--- src/rtl/ddr_serializer_tx.sv ---
// rtl/ddr_serializer_tx.sv - parallel-to-DDR bit-pair serializer with one-word holding buffer
module ddr_serializer_tx #(
  parameter int   DATA_WIDTH = 16,
  parameter logic IDLE_LEVEL = 1'b0
) (
  input  logic                  CLK,
  input  logic                  RST,
  input  logic                  ENABLE,
  input  logic [DATA_WIDTH-1:0] DATA_IN,
  input  logic                  DATA_VALID,
  output logic                  DATA_READY,
  output logic                  D1,
  output logic                  D2,
  output logic                  FRAME,
  output logic                  BUSY
);

  localparam int NPAIRS = DATA_WIDTH / 2;
  localparam int CW     = (NPAIRS > 1) ? $clog2(NPAIRS) : 1;
  localparam logic [CW-1:0] LAST_PAIR = CW'(NPAIRS - 1);

  typedef enum logic {IDLE, SHIFT} state_t;

  state_t                  state;
  logic [DATA_WIDTH-1:0]   hold_data;
  logic [DATA_WIDTH-1:0]   shift_data;
  logic                    hold_full;
  logic [CW-1:0]           pair_cnt;

  logic                    accept;
  logic                    last_pair;
  logic                    load;
  logic                    hold_full_next;
  logic [DATA_WIDTH-1:0]   load_word;

  // The buffer always feeds the shifter first so words leave in arrival order.
  always_comb begin
    accept         = DATA_VALID && DATA_READY;
    last_pair      = (state == SHIFT) && (pair_cnt == LAST_PAIR);
    load           = ((state == IDLE) || last_pair) && ENABLE && (hold_full || accept);
    load_word      = hold_full ? hold_data : DATA_IN;
    hold_full_next = hold_full;
    if (load && hold_full)
      hold_full_next = accept;
    else if (!load && accept)
      hold_full_next = 1'b1;
  end

  assign BUSY = (state == SHIFT) || hold_full;

  always_ff @(posedge CLK or posedge RST) begin
    if (RST) begin
      state      <= IDLE;
      hold_data  <= '0;
      shift_data <= '0;
      hold_full  <= 1'b0;
      pair_cnt   <= '0;
      DATA_READY <= 1'b0;
      D1         <= IDLE_LEVEL;
      D2         <= IDLE_LEVEL;
      FRAME      <= 1'b0;
    end else begin
      hold_full  <= hold_full_next;
      DATA_READY <= !hold_full_next;
      if (accept && hold_full_next)
        hold_data <= DATA_IN;

      if (load) begin
        state      <= SHIFT;
        pair_cnt   <= '0;
        D1         <= load_word[DATA_WIDTH-1];
        D2         <= load_word[DATA_WIDTH-2];
        FRAME      <= 1'b1;
        shift_data <= load_word << 2;
      end else if ((state == SHIFT) && !last_pair) begin
        pair_cnt   <= pair_cnt + 1'b1;
        D1         <= shift_data[DATA_WIDTH-1];
        D2         <= shift_data[DATA_WIDTH-2];
        FRAME      <= 1'b0;
        shift_data <= shift_data << 2;
      end else begin
        state    <= IDLE;
        pair_cnt <= '0;
        D1       <= IDLE_LEVEL;
        D2       <= IDLE_LEVEL;
        FRAME    <= 1'b0;
      end
    end
  end

endmodule
--- config.mk ---
export PLATFORM = sky130hd
export DESIGN_NAME = ddr_serializer_tx
export DESIGN_NICKNAME = d
export VERILOG_FILES = /design/src/rtl/ddr_serializer_tx.sv
export SDC_FILE = /design/constraint.sdc
export NUM_CORES = 1
export LEC_CHECK = 0
export CORE_ASPECT_RATIO = 1.75
export CORE_MARGIN = 3
export CORE_UTILIZATION = 45
export CTS_CLUSTER_SIZE = 12
export DETAILED_ROUTE_END_ITERATION = 8
export GPL_ROUTABILITY_DRIVEN = 0
export MAX_ROUTING_LAYER = met4
export PLACE_DENSITY = 0.69
export SKIP_CTS_REPAIR_TIMING = 1
export SLEW_MARGIN = 5
export SYNTH_ARGS = -nofsm -noshare
export SYNTH_HDL_FRONTEND = slang
export SYNTH_SLANG_ARGS = --single-unit
--- constraint.sdc ---
create_clock -name CLK -period 4.9 [get_ports CLK]
set_clock_uncertainty 0.2 [all_clocks]
set_input_delay 0.98 -clock CLK [delete_from_list [all_inputs] [get_ports CLK]]
set_output_delay 0.98 -clock CLK [all_outputs]
set_load 0.005 [all_outputs]
# --- Word-level counts from Yosys, hierarchy flattened ---
# Index checks and enable logic that the tools add are counted.
op_classes:
  multipliers: 0
  n_eq_ne: 2
  reduce_logical: 15
  magnitude_cmp: 0
  div_mod_pow: 0
  addsub: 1
  n_bitwise: 1
  muxes: 14
  n_shift: 0
op_table:
  columns: ["op", "n"]
  rows:
  - ["$mux W16", 3]
  - ["$mux W1", 9]
  - ["$logic_and A1 B1 Y1", 8]
  - ["$mux W3", 2]
  - ["$add A3 B1 Y3 const B", 1]
  - ["$eq A3 B3 Y1 const B", 1]
  - ["$logic_not A1 Y1", 3]
  - ["$logic_or A1 B1 Y1", 3]
  - ["$ne A2 B2 Y1 const B", 1]
  - ["$reduce_bool A2 Y1", 1]
  - ["$not A1 Y1", 1]
totals:
  output_inout_bits: 5
  memories: 0
  romBits: 0
  ff_bits: 41
  in_bits: 20
  latch_bits: 0
  wordCells: 42
  mem_bits_rw: 0

# --- Longest topological paths before layout ---
# Gate-level depths: netlist of run 1.
depth:
  word_depth: 10
  mapped_depth: 7
  depth_no_buf: 5

# --- Worst setup path after synthesis of run 1 ---
# Ideal clock, no wire load.
synth_timing:
  path_kind: "input to register"
  start: "input ENABLE"
  end: "register hold_data[0]"
  arrival_ns: 1.910
  setup_slack_ns: 2.665
  required_time_ns: 4.575
  stages: 5
  n_path_buf: 2
  setup_ns: 0.125
  cell_sequence: "inv_2 -> o311a_1 -> buf_6 -> buf_12 -> mux2_4"
synth_via:
  elab_chain_cells: 7
  word_cells_on_any_way: 8
  classes_between: "2 x mux; 6 x reduce/logical"
synth_rtl:
  columns: ["element", "line_no", "rtl"]
  rows:
  - ["start: declaration", "8", "input logic ENABLE,"]
  - ["$logic_and A1 B1 Y1 (*) (2 in a row)", "40", "load = ((state == IDLE) || last_pair) && ENABLE && (hold_full || accept);"]
  - ["$logic_not A1 Y1", "45", "else if (!load && accept)"]
  - ["$logic_and A1 B1 Y1", "45", null]
  - ["$mux W1", "45", null]
  - ["$mux W1 (*)", "43", "if (load && hold_full)"]
  - ["$logic_and A1 B1 Y1 (*)", "65", "if (accept && hold_full_next)"]
  - ["end signal: assignment", "54", "hold_data <= '0;"]
  - ["end signal: assignment", "66", "hold_data <= DATA_IN;"]
  - ["end: declaration", "25", "logic [DATA_WIDTH-1:0] hold_data;"]
# Every way passes the cells marked *; elsewhere a longest branch is shown, timed or not.
# A chain may end at the register's enable or synchronous reset.

# --- Worst setup path in the final report of run 1 ---
layout_timing:
  start: "input DATA_VALID"
  end: "register hold_data[10]"
layout_via:
  elab_chain_cells: 8
  word_cells_on_any_way: 9
  classes_between: "2 x mux; 7 x reduce/logical"
layout_rtl:
  columns: ["element", "line_no", "rtl"]
  rows:
  - ["start: declaration", "10", "input logic DATA_VALID,"]
  - ["$logic_and A1 B1 Y1 (*)", "38", "accept = DATA_VALID && DATA_READY;"]
  - ["$logic_or A1 B1 Y1", "40", null]
  - ["$logic_and A1 B1 Y1", "40", null]
  - ["$logic_not A1 Y1", "45", null]
  - ["$logic_and A1 B1 Y1", "45", null]
  - ["$mux W1", "45", null]
  - ["$mux W1", "43", null]
  - ["$logic_and A1 B1 Y1 (*)", "65", null]
# Marked as above.

==> qor.txt, run 1 <==
status -> completed
total grt overflow -> 0
most used flip-flop cell after synthesis -> dfrtp_1
CTS buffer count -> 5
share of cells above drive strength 1 -> 17.5%
antenna violations before repair -> 0
MaxCap Viol Count -> 0
clock tree root driver cell -> clkbuf_8
asr flop ratio synth -> 100%
Initial Util -> 47.9%
CP arrival -> 2.80 ns
vias -> 1140
vias in the first global route -> 1169
Iteration-0 DRC Markers -> 37
leading cell type in the layout, fill and taps excluded -> dfrtp_1
number of buffers added on ports -> 24
Reg clk slew, reported paths -> 0.07 ns
Die Footprint -> 0.00476 mm^2
first-pass GRT wire length -> 5550 um
Routed Wire Length -> 3320 um
nets -> 187
endpoint type of the worst setup path -> flop
slew margin rel. -> 32.8%
Hold Path Class -> flop to flop
first-pass iteration count of the detailed router -> 4
Hold WS -> 0.242 ns
Clock Sinks -> 39
CTS max path bufs -> 2
Peak VDD IR -> 0.403 mV
Antenna Violating Nets Remaining -> 0
mean post-synth cell area -> 12.8 um^2
WP data required -> 4.87 ns
vias per cell -> 5.38
final hold violation count -> 0
RSZ-0062 raised after global routing -> no
sequential area share after synthesis -> 55.0%
Final Setup Violations -> 0
Worst setup SP type -> input pin
Tmin final -> 2.83 ns
Worst-Margin Slew -> 1.01 ns
fill cell count -> 323
Fmax achieved -> 0.353 GHz
Max H-tree Level -> 2
GR Util All Layers -> 16.5%
Mapped Nets -> 161
Skew-Pair Late Insertion Delay -> 0.28 ns
synthesized instance count -> 139
Pwr per Cell Area -> 570 mW/mm^2
EDFF count, synth -> 0
Synth Warn # -> 0
final antenna diode count -> 0
max-slew violation count -> 0
DRC -> 0
core area -> 0.00370 mm^2
hpwl dp -> 2210 um
Synth Cell Area -> 0.00177 mm^2
most frequent cells in the layout -> dfrtp_1, clkdlybuf4s50_1, mux2i_1
post-route clock period utilization -> 57.7%
Worst Path Max Fanout -> 16
setup TNS -> 0 ns
synthesized flop and latch total -> 39
Die Y -> 89.1 um
IO Count -> 25
die width -> 53.5 um
Area Overhead vs Synth -> 19.1%
largest net degree at the start of global routing -> 40
TritonCTS clock tree -> yes
utilization after layout -> 57.1%
Setup CP Type -> input pin to flop
Avg WL per Cell -> 15.6 um
leakage power -> 0.994 nW
Site Rows -> 29
library cells used by synthesis -> 27
## per-stage QoR
stage / instances / total power [mW] / area [um^2] / worst slack [ns]
after global routing: 212 / 1.29 / 2110 / 1.98
after floorplan: 139 / 0.880 / 1770 / 2.67
after detailed placement: 204 / 1.01 / 2030 / 1.75
after global placement: 204 / 0.979 / 2030 / 1.82
after CTS: 212 / 1.21 / 2110 / 2.05
final: 212 / 1.20 / 2110 / 2.07
## kinds of logic after synthesis
group / after synthesis / synth area share [%]
buffers and inverters: 23 / 6.70
adders and majority gates: 2 / 1.41
AOI/OAI and AO/OA: 24 / 10.3
and+or+nand+nor: 19 / 5.29
DFF: 39 / 55.0
muxes: 32 / 21.3
## Yosys cell counts (2+ instances only)
cell | number | area, um^2
inv_1 | 14 | 52.6
nand2_1 | 12 | 45.0
a21oi_1 | 2 | 10.0
dfrtp_1 | 39 | 976
o211ai_1 | 2 | 15.0
and2_1 | 2 | 12.5
mux2_2 | 6 | 67.6
mux2_4 | 10 | 150
ha_1 | 2 | 25.0
buf_2 | 4 | 20.0
o21ai_0 | 3 | 15.0
mux2i_1 | 16 | 160
o22ai_1 | 2 | 12.5
o221ai_1 | 12 | 105
## critical path, cell delays in order
cell,delay (ns)
clkdlybuf4s50_1,0.53
o311a_1,0.87
mux2_2,0.42
## worst paths after layout
kind | start | endpoint | slack, ns | depth (start not counted)
setup / recovery | DATA_VALID | hold_data[10]$_DFFE_PP0P_ | 2.07 | 3
hold / removal | pair_cnt[0]$_DFF_PP0_ | pair_cnt[0]$_DFF_PP0_ | 0.24 | 1
setup reg to reg | pair_cnt[0]$_DFF_PP0_ | hold_data[10]$_DFFE_PP0P_ | 2.12 | 5
hold reg to reg | pair_cnt[0]$_DFF_PP0_ | pair_cnt[0]$_DFF_PP0_ | 0.24 | 1
max in group asynchronous | RST | hold_data[8]$_DFFE_PP0P_ | 3.25 | 3
min in group asynchronous | RST | hold_full$_DFF_PP0_ | 0.91 | 3
## metal layers
layer  GRT usage, %  up-vias  wire (um)
li1               -      542          -
met1           20.1      570       1390
met2           26.7       22       1750
met3           3.51        6        115
met4           5.58        0         56
met5              -        -          0
## final cells by class
class / instances / area [um^2] / share of cell area, %
multi-input combinational: 77 / 679 / 32.1
clock buffer: 7 / 76.3 / 3.61
tap: 46 / 57.6 / 2.72
timing repair buffer: 27 / 263 / 12.4
sequential: 39 / 976 / 46.2
clock inverter: 1 / 5.00 / 0.237
inverter: 15 / 56.3 / 2.66
## registers in the layout (all words and copies together), names as in the netlist
| register | cells |
|---|---|
| D1 | 1 |
| pair_cnt | 3 |
| FRAME | 1 |
| hold_data | 16 |
| DATA_READY | 1 |
| hold_full | 1 |
| shift_data | 14 |
| state | 1 |
| D2 | 1 |
## report_power, final
| group | total, mW | internal, mW | switching, mW |
|---|---|---|---|
| registers | 0.528 | 0.460 | 0.0686 |
| clock network | 0.206 | 0.0999 | 0.106 |
| logic | 0.470 | 0.250 | 0.220 |
| total | 1.20 | 0.810 | 0.395 |
No activity file was read; power rests on OpenSTA's default activity.
==> inputs of run 2 (changes only) <==
--- a/config.mk
+++ b/config.mk
@@ -12,7 +12,7 @@
 export DETAILED_ROUTE_END_ITERATION = 8
 export GPL_ROUTABILITY_DRIVEN = 0
 export MAX_ROUTING_LAYER = met4
-export PLACE_DENSITY = 0.69
+export PLACE_DENSITY = 0.71
 export SKIP_CTS_REPAIR_TIMING = 1
 export SLEW_MARGIN = 5
 export SYNTH_ARGS = -nofsm -noshare
==> constraint.sdc (replaced) <==
create_clock -name CLK -period 2.5 [get_ports CLK]
set_clock_uncertainty 0.2 [all_clocks]
set_input_delay 0.5 -clock CLK [delete_from_list [all_inputs] [get_ports CLK]]
set_output_delay 0.5 -clock CLK [all_outputs]
set_load 0.005 [all_outputs]
==> qor.txt, run 2 (synthesis results as in run 1) <==
Hold Path Class -> flop to flop
WP data required -> 1.80 ns
Die Footprint -> 0.00476 mm^2
Reg area -> 976 um^2
Final Cell Area -> 0.00217 mm^2
fill cell count -> 324
CTS buffer count -> 5
number of flip-flops in the largest register -> 16
Die Y -> 89.1 um
Final Setup Violations -> 0
endpoint type of the worst setup path -> output pin
Worst-Margin Slew -> 0.481 ns
first-pass GRT wire length -> 5380 um
Pwr per Cell Area -> 1120 mW/mm^2
CTS max path bufs -> 2
flop2flop setup slack -> 0.40 ns
total grt overflow -> 0
DRC -> 0
Setup CP Type -> flop to output pin
post-route clock period utilization -> 91.6%
final antenna diode count -> 0
TritonCTS clock tree -> yes
area of the multi-input gates -> 679 um^2
vias in the first global route -> 1173
share of cells above drive strength 1 -> 20.5%
slew margin rel. -> 67.9%
Hold WS -> 0.251 ns
Initial Util -> 47.9%
vias per cell -> 5.33
setup TNS -> 0 ns
Routed Wire Length -> 3320 um
crit-path leading delay family -> flip-flops
CP bufs+invs -> 1
largest net degree at the start of global routing -> 40
max-slew violation count -> 0
Max H-tree Level -> 2
Skew-Pair Late Insertion Delay -> 0.28 ns
Largest regs -> hold_data x16, shift_data x14, pair_cnt x3
critical-path cell list -> or2_2 > clkdlybuf4s50_1
number of buffers added on ports -> 24
GR Util All Layers -> 16.6%
core area -> 0.00370 mm^2
nets -> 192
register name with the most flops -> hold_data
Peak VDD IR -> 0.716 mV
IO Count -> 25
first-pass iteration count of the detailed router -> 4
status -> completed
clock tree root driver cell -> clkbuf_8
MaxCap Viol Count -> 0
crit-path max cell delay -> 0.53 ns
CP arrival -> 1.59 ns
Worst Path Max Fanout -> 8
Tmin final -> 2.29 ns
Site Rows -> 29
Iteration-0 DRC Markers -> 23
Area Overhead vs Synth -> 22.3%
RSZ-0062 raised after global routing -> no
die width -> 53.5 um
Avg WL per Cell -> 15.3 um
hpwl dp -> 2410 um
vias -> 1156
Clock Sinks -> 39
utilization after layout -> 58.6%
slowest stage cell, crit path -> dfrtp_1
Worst setup SP type -> flop
leakage power -> 1.03 nW
Antenna Violating Nets Remaining -> 0
Reg clk slew, reported paths -> 0.07 ns
final hold violation count -> 0
Placement Cell Area -> 0.00207 mm^2
most frequent cells in the layout -> dfrtp_1, clkdlybuf4s50_1, mux2i_1
antenna violations before repair -> 0
leading cell type in the layout, fill and taps excluded -> dfrtp_1
Fmax achieved -> 0.437 GHz
[run 2: per-stage QoR]
stage | total power, mW | instances | worst slack [ns]
5_1_grt | 2.60 | 217 | 0.148
3_3_place_gp | 1.95 | 209 | 0.252
4_1_cts | 2.47 | 217 | 0.186
2_1_floorplan | 1.73 | 139 | 0.551
3_5_place_dp | 2.01 | 209 | 0.235
6_report | 2.44 | 217 | 0.209
[run 2: path summary, 6_finish.rpt]
path,to,from,cells past startpoint
min,pair_cnt[0]$_DFF_PP0_,pair_cnt[0]$_DFF_PP0_,1
max reg2reg,hold_data[13]$_DFFE_PP0P_,pair_cnt[0]$_DFF_PP0_,6
max in group asynchronous,hold_data[10]$_DFFE_PP0P_,RST,3
min reg2reg,pair_cnt[0]$_DFF_PP0_,pair_cnt[0]$_DFF_PP0_,1
max,BUSY,hold_full$_DFF_PP0_,2
min in group asynchronous,DATA_READY$_DFF_PP0_,RST,3
[run 2: per-layer routing]
metal	global-route usage, %	wire length, um	share of wire, %
met4	9.07	95	2.9
met5	-	0	0
met1	18.6	1340	40
met2	26.7	1770	53
met3	4.01	113	3.4
[run 2: where the power goes]
part	total, mW	switching, mW	internal (mW)	leakage, nW
logic	0.925	0.406	0.520	0.488
clock network	0.454	0.202	0.252	0.0515
registers	1.06	0.158	0.902	0.487
[run 2: area by class of cell]
class	instances	area share [%]
Multi-Input combinational cell	77	31.3
Timing Repair Buffer	32	13.8
Sequential cell	39	45.0
Clock buffer	8	4.61
Inverter	15	2.60
Tap cell	46	2.65
